==> config.mk <==
export PLATFORM = sky130hd
export DESIGN_NAME = collatz_range_sweep_flat
export DESIGN_NICKNAME = d
export VERILOG_FILES = /design/src/rtl/collatz_pkg.sv /design/src/rtl/collatz_range_sweep_if.sv /design/src/rtl/collatz.sv /design/src/rtl/collatz_range_sweep.sv /design/src/flat_wrapper.sv
export SDC_FILE = /design/constraint.sdc
export NUM_CORES = 2
export LEC_CHECK = 0
export CORE_ASPECT_RATIO = 2
export CORE_MARGIN = 4
export CORE_UTILIZATION = 50
export CTS_BUF_LIST = sky130_fd_sc_hd__clkbuf_2
export CTS_CLUSTER_SIZE = 8
export DETAILED_ROUTE_END_ITERATION = 10
export PLACE_DENSITY = 0.65
export SLEW_MARGIN = 30
export SYNTH_ARGS = -nofsm -noshare
export SYNTH_HDL_FRONTEND = slang
export SYNTH_SLANG_ARGS = --single-unit
==> constraint.sdc <==
create_clock -name clk -period 8.2 [get_ports clk]
set_input_delay 1.64 -clock clk [delete_from_list [all_inputs] [get_ports clk]]
set_output_delay 1.64 -clock clk [all_outputs]
set_load 0.005 [all_outputs]
==> src/rtl/collatz_pkg.sv <==
// Shared types and widths for the Collatz range sweep.
// Holds the sweep FSM state enum and datapath widths.
package collatz_pkg;

  localparam int N_W = 32;
  localparam int COUNT_W = 16;
  localparam logic [COUNT_W-1:0] COUNT_MAX = 16'hFFFF;

  typedef enum logic [2:0] {
    IDLE,
    LOAD,
    RUN,
    WRITE,
    DONE
  } state_t;

endpackage

==> src/rtl/collatz_range_sweep_if.sv <==
// Control/result bundle for the Collatz range sweep.
// go/start in (n0 or read address), done/count out.
interface collatz_range_sweep_if;
  import collatz_pkg::*;

  logic               go;
  logic [N_W-1:0]     start;
  logic               done;
  logic [COUNT_W-1:0] count;

  modport master (
    output go, start,
    input  done, count
  );

  modport slave (
    input  go, start,
    output done, count
  );

endinterface

==> src/rtl/collatz.sv <==
// Collatz iteration engine: one step per clock.
// go loads n; done while value==1 or n was 0.
module collatz
  import collatz_pkg::*;
(
  input  logic               clk,
  input  logic               reset,
  input  logic               go,
  input  logic [N_W-1:0]     n,
  output logic [COUNT_W-1:0] dout,
  output logic               done
);

  logic [N_W-1:0] cur;
  logic           zero;

  assign done = zero || (cur == N_W'(1));

  // dout counts sequence values seen so far,
  // so a loaded value already counts as one.
  always_ff @(posedge clk) begin
    if (reset) begin
      cur  <= N_W'(1);
      zero <= 1'b0;
      dout <= '0;
    end else if (go) begin
      cur  <= n;
      zero <= (n == '0);
      dout <= (n == '0) ? '0 : COUNT_W'(1);
    end else if (!done) begin
      cur <= cur[0] ? (cur * N_W'(3) + N_W'(1))
                    : (cur >> 1);
      if (dout != COUNT_MAX)
        dout <= dout + 1'b1;
    end
  end

endmodule

==> src/rtl/collatz_range_sweep.sv <==
// Sweeps RAM_WORDS start values through the engine into RAM.
// Ports: clk, reset, bus (go/start in, done/count out).
module collatz_range_sweep
  import collatz_pkg::*;
#(
  parameter int RAM_WORDS     = 256,
  parameter int RAM_ADDR_BITS = 8
) (
  input logic                  clk,
  input logic                  reset,
  collatz_range_sweep_if.slave bus
);

  state_t state, state_nx;

  logic [N_W-1:0]           n0;
  logic [RAM_ADDR_BITS-1:0] idx;
  logic [RAM_ADDR_BITS-1:0] addr;
  logic                     last;
  logic                     launch;
  logic                     eng_done;
  logic [COUNT_W-1:0]       eng_cnt;
  logic [COUNT_W-1:0]       mem [RAM_WORDS];

  assign addr   = bus.start[RAM_ADDR_BITS-1:0];
  assign last   = idx == RAM_ADDR_BITS'(RAM_WORDS - 1);
  assign launch = (state == IDLE || state == DONE)
               && bus.go;
  assign bus.done = state == DONE;

  always_ff @(posedge clk) begin
    if (reset) state <= IDLE;
    else       state <= state_nx;
  end

  always_comb begin
    state_nx = state;
    unique case (state)
      IDLE, DONE: if (bus.go) state_nx = LOAD;
      LOAD:       state_nx = RUN;
      RUN:        if (eng_done) state_nx = WRITE;
      WRITE:      state_nx = last ? DONE : LOAD;
      default:    state_nx = IDLE;
    endcase
  end

  always_ff @(posedge clk) begin
    if (reset) begin
      n0  <= '0;
      idx <= '0;
    end else if (launch) begin
      n0  <= bus.start;
      idx <= '0;
    end else if (state == WRITE && !last) begin
      idx <= idx + 1'b1;
    end
  end

  collatz u_eng (
    .clk   (clk),
    .reset (reset),
    .go    (state == LOAD),
    .n     (n0 + N_W'(idx)),
    .dout  (eng_cnt),
    .done  (eng_done)
  );

  // Result RAM has no reset; it is only read after a full sweep.
  always_ff @(posedge clk) begin
    if (state == WRITE)
      mem[idx] <= eng_cnt;
  end

  always_ff @(posedge clk) begin
    if (reset)
      bus.count <= '0;
    else if (state == DONE)
      bus.count <= (int'(addr) < RAM_WORDS) ? mem[addr] : '0;
  end

endmodule
==> src/flat_wrapper.sv <==
// flat-port wrapper written by rule: the top's interface ports become plain ports
module collatz_range_sweep_flat import collatz_pkg::*;
#(
  parameter int RAM_WORDS     = 256,
  parameter int RAM_ADDR_BITS = 8
)
  (clk, reset, bus_go, bus_start, bus_done, bus_count);
  collatz_range_sweep_if bus_i ();
  input logic clk;
  input logic reset;
  input wire logic [$bits(bus_i.go)-1:0] bus_go;
  input wire logic [$bits(bus_i.start)-1:0] bus_start;
  output wire logic [$bits(bus_i.done)-1:0] bus_done;
  output wire logic [$bits(bus_i.count)-1:0] bus_count;
  assign bus_i.go = bus_go;
  assign bus_i.start = bus_start;
  assign bus_done = bus_i.done;
  assign bus_count = bus_i.count;
  collatz_range_sweep #(.RAM_WORDS(RAM_WORDS), .RAM_ADDR_BITS(RAM_ADDR_BITS)) u_core (.clk(clk), .reset(reset), .bus(bus_i));
endmodule
======== Yosys cells after proc, flatten, opt, wreduce, memory -nomap -nowiden ========
Memories as Yosys holds them, arrays and structs flattened. A register that Yosys moved wholly into a read port is not among the register bits.
Cells that the tools add are included.
storage, ports and cells
  memories ................................ 1
  bits in registers ....................... 92
  logic and storage cells ................. 47
  bits of input ports ..................... 35
  bits in writable memories ............... 4,096
memories
  name        depth  bits a word  read ports  clocked after memory_dff  wr ports  RTL line                   source
  u_core.mem  256    16           1           1                         1         collatz_range_sweep.sv:23  logic [COUNT_W-1:0] mem [RAM_WORDS];
cells by class
  multipliers ............................. 1
  equality and inequality tests ........... 10
  reductions and logical operators ........ 12
  muxes and demuxes ....................... 13
  $add $sub $neg .......................... 4
operators by type and width
  operator               number
  $mux 32                3
  $mux 16                3
  $add 32x1->32 const B  1
  $add 32x8->32          1
  $eq 32x1->1 const B    1
  $logic_not 32->1       1
  $mul 32x2->32 const B  1
  $add 16x1->16 const B  1
  $ne 16x16->1 const B   1
  $pmux 3 s4             1
  $mux 3                 3
  $add 8x1->8 const B    1
  $eq 8x8->1 const B     1
  $eq 3x2->1 const B     2
  $ne 2x2->1 const B     2
  $reduce_and 2->1       2
  $reduce_or 2->1        2
  $eq 3x1->1 const B     1
  $eq 3x3->1 const B     1
  $logic_not 3->1        1
  $mux 1                 3
  $logic_and 1x1->1      2
  $logic_or 1x1->1       2
  $ne 2x1->1 const B     1
  2 further kinds        2

======== Logic depth before layout (Yosys ltp) ========
  word-level depth ........................ 5
  gate-level depth with buffers ........... 13

======== By module ========
A second synthesis with hierarchy kept.
second synthesis, totals
  cell total of the unflattened synthesis .. 8,339
  area, all modules ....................... 165,919.1 µm²
by module, submodules not included
  module               seq. area each (µm²)  times used  area each (µm²)  cells an instance
  collatz_range_sweep  124,179.1             1           161,323.5        7,718
  collatz              980.9                 1           4,595.7          621

======== Worst setup path before layout ========
No wires, ideal clock.
  kind .................................... register -> register
  start ................................... register u_core.u_eng.dout[7]
  end ..................................... register u_core.u_eng.dout[14]
  library setup time ...................... 0.079 ns
  setup slack ............................. 2.565 ns
  data arrival time ....................... 5.556 ns
  stages on the path, launching flop included .. 10
  data required time ...................... 8.121 ns
  cells stage by stage .................... dfxtp_1 > nand3_1 > or3_1 > o31ai_1 > nand2_1 > and3_1 > clkbuf_1 > nand4_1 > xor2_1 > nor2_1
on the way
  longest elaborated chain between the ends .. 4
  elaborated cells on any way between the ends .. 7
  those cells by class .................... add/sub (1); eq/ne (1); mux (3); reduce/logical (2)
ends and longest elaborated chain
  what                    RTL line       source
  start, declared         collatz.sv:10  output logic [COUNT_W-1:0] dout,
  start signal, assigned  collatz.sv:29  dout <= (n == '0) ? '0 : COUNT_W'(1);
  start signal, assigned  collatz.sv:34  dout <= dout + 1'b1;
  $add 16x1->16           collatz.sv:34
  $mux 16                 collatz.sv:33  if (dout != COUNT_MAX)
  $mux 16                 collatz.sv:30  end else if (!done) begin
  $mux 16                 collatz.sv:26  end else if (go) begin
Several ways; a longest one is shown, not always the timed one. The select of a mux whose other input is x is not followed.
A chain may end at the register's enable or synchronous reset.

======== Worst setup path in the final report ========
  start ................................... register u_core.state[1]
  end ..................................... output port bus_done
on the way
  longest elaborated chain between the ends .. 1
ends and longest elaborated chain
  what                    RTL line                   source
  start, declared         collatz_range_sweep.sv:14  state_t state, state_nx;
  start signal, assigned  collatz_range_sweep.sv:33  else state <= state_nx;
  $eq 3x3->1              collatz_range_sweep.sv:29  assign bus.done = state == DONE;
  end, declared           flat_wrapper.sv:13         output wire logic [$bits(bus_i.done)-1:0] bus_done;
No other way between the ends.

==> flow_summary.ini <==
[outcome]
outcome = complete, no violations

[synth]
synth_adder_area_share_pct = 0.482
synth_top_family_by_area = multiplexers
synth.area.top_cells = edfxtp_1 75%, mux4_2 18%, dfxtp_1 1.3%
synth_cell_types = 71
yosys.area.top_type = edfxtp_1
synth-seq-cells = 4204
syn_inst = 7331
synth_async_sr_flop_share_pct = 0
syn_nets = 7428
synth_xor_xnor_area_share_pct = 0.411
ys_warn_count = 0
synth_top_area_share_pct = 74.9
synth.most_common_cell = edfxtp_1
synth_ff_type = edfxtp_1
synth-simple-area-share_pct = 2.12
synth_edf_count = 4096
synth_area_um2 = 164000
ys_top_cells_by_count = 4,096 x edfxtp_1, 1,280 x mux4_2, 348 x nor2_1
yosysSeqAreaShare_pct = 76.2
yosys-mux-area-fraction_pct = 18.0
syn_avg_cell_area_um2 = 22.4
synth-compound-area-share_pct = 1.51

[placement]
routabilityCongestion = 0.895
post-place-ws_ns = 2.36
dp_hpwl_mm = 279
io_buffers = 51

[route]
drt_iter0_markers = 9192
vias = 82151
drc_errors = 0
drtAntennaViolNets = 0
drt_first_pass_iters = 8
routed_wl_mm = 450
via_per_inst = 6.21
post_drt_wl_per_cell_um = 34.1

[power]
power.internal_mw = 28.5
p_sw_mw = 9.06
pwr-share-comb_pct = 5.5
leakagePower_nw = 55.2
peakVddDrop_mv = 0.118
power_frac_seq_pct = 62.4
powerDensity_nw_per_um2 = 209
sw_frac_of_total_pct = 24.1
pwr-share-clk_pct = 32.1

[job]
drv_cap = 0

[setup_path]
crit_chain = nor2_1, and2_1, clkdlybuf4s50_1
reg2reg_from = u_core.u_eng.cur[0]
crit_start = u_core.state[1]
worst_setup_path_start_kind = flop
max_stage_delay_ns = 0.61
rrSetupSlack_ns = 3.67
crit_buf_inv = 1
crit_fanout = 8
cp.arrival_ns = 3.67
critical_path_class = reg -> out
cp.required_ns = 6.56
critPathTopFamily = simple AND/OR/NAND/NOR gates
worst_setup_path_end_kind = output port
cpMaxStageDelayCell = clkdlybuf4s50_1

[floorplanning]
fp.dieH_um = 818
die_w_um = 413
rows = 297
fp.coreArea_um2 = 327000
io_pins = 52
dieArea_um2 = 338000
initial_core_util_pct = 50.2

[timing]
period_minus_slack_ns = 5.31
worst_hold_slack_ns = 0.223
finalHoldViolations = 0
drv_slew = 0
period_share_pct = 64.8
setup_viol = 0
clock_skew_ns = 0.160
timing.final.ws_setup_ns = 2.89
worst_slew_pin_slew_ns = 1.07
timing.fmax_ghz = 0.188
rsz0062_at_grt = false
max-slew-margin-rel_pct = 28.8
fin_setup_tns_ns = 0

[clocking]
cts_made_buffers = 838
ctsResizeCount = 0
clock-sinks = 4204
postCtsSetupBuffers = 0
htreeDepth = 6
clk_pin_slew_ns = 0.13
postCtsHoldBufs = 2
insertion_delay_ns = 2.04
ctsRootBufferMaster = clkbuf_2
tritoncts = built
cts_buffer_depth = 4

[global_route]
grt_max_degree = 193
grt_pass1_vias = 86305
track_usage_pct = 26.8
globalRouteOverflowTotal = 0
grt_pass1_wl_mm = 637
antenna_found_initial = 23

[worst_hold_path]
hold_class = in -> reg
min_from = bus_start[22]

[finish]
fin_nets = 8332
syn_to_final_growth_pct = 9.47
layout-drive-gt1-share_pct = 34.0
[logic make-up after synthesis]
logic type                 Yosys count
AOI/OAI and AO/OA                  372
xor gates and xnor gates            77
adders and majority gates           62
buffers and inverters              449
DFF                               4204
muxes                             1354
and+or+nand+nor                    813
[power groups by stage]
stage	registers, mW	clock network, mW	logic (mW)
after global routing	23.5	13.5	2.19
final	23.5	12.1	2.07
after CTS	23.5	12.4	2.09
after global placement	23.9	0	2.06
after detailed placement	23.9	0	2.08
after floorplan	24.0	0	1.33
[registers in the layout, summed over array words and instances (netlist names), named ones only]
register / flops
u_core.u_eng.zero: 1
u_core.mem: 4096
u_core.bus.count: 16
u_core.n0: 32
u_core.idx: 8
u_core.u_eng.cur: 31
u_core.u_eng.dout: 16
u_core.state: 3
[through the flow]
step	util (%)	power (mW)	cell area, um2	std cells
floorplan	-	25.3	164000	7331
global placement	52.5	26.0	172000	11712
detailed placement	52.6	26.0	172000	11723
CTS	54.9	38.0	179000	13175
global route	54.9	39.1	180000	13216
finish	55.0	37.6	180000	13221
[worst register-to-register path, delay by kind of cell, from the launching register on]
kind | cells | cell delay [ns]
AO/OA/AOI/OAI | 6 | 1.93
adder cells (fa/ha/maj) | 1 | 0.42
buffers and inverters | 2 | 0.85
flip-flops | 1 | 0.82
multiplexers | 1 | 0.27
AND/OR/NAND/NOR | 1 | 0.10
[area by class of cell]
type                       count  area [um2]
fill                       24774      147000
inverter                      47         176
tap                         4335        5420
antenna                       41         103
sequential                  4204      125000
clock buffer                1174        5880
clock inverter               276        1530
multi-input combinational   2678       37200
timing repair buffer         466        4190
[path summary, 6_finish.rpt]
path                          end  cells past startpoint
max                      bus_done                      3
min                 u_core.n0[22]                      3
min reg2reg          u_core.n0[4]                      2
max reg2reg  u_core.u_eng.cur[25]                     11
[layout by cell type, fill, tap and decap left out, drive strengths merged, types with 21 or more instances in the layout]
master and instances:
a211oi 22, diode 41, nand4 26, nor2 348, dfxtp 108, xor2 32, edfxtp 4096, clkbuf 1174
clkdlybuf4s50 44, inv 69, o211ai 21, o2111ai 23, ha 60, nand2 265, a21oi 106, clkinv 235
o21ai 53, mux4 1280, xnor2 45, buf 420, nor3 28, mux2i 72, a22oi 36, nand3 62
[routing by layer]
layer | vias up | share of wire, % | global-route usage, % | routed length, um
li1 | 33318 | - | - | -
met1 | 43735 | 32 | 29.6 | 144000
met2 | 4063 | 54 | 47.9 | 243000
met3 | 1025 | 6.5 | 4.15 | 29400
met4 | 10 | 7.6 | 17.3 | 34100
met5 | - | 0.015 | 0 | 67
No activity file was read; power rests on OpenSTA's default activity.
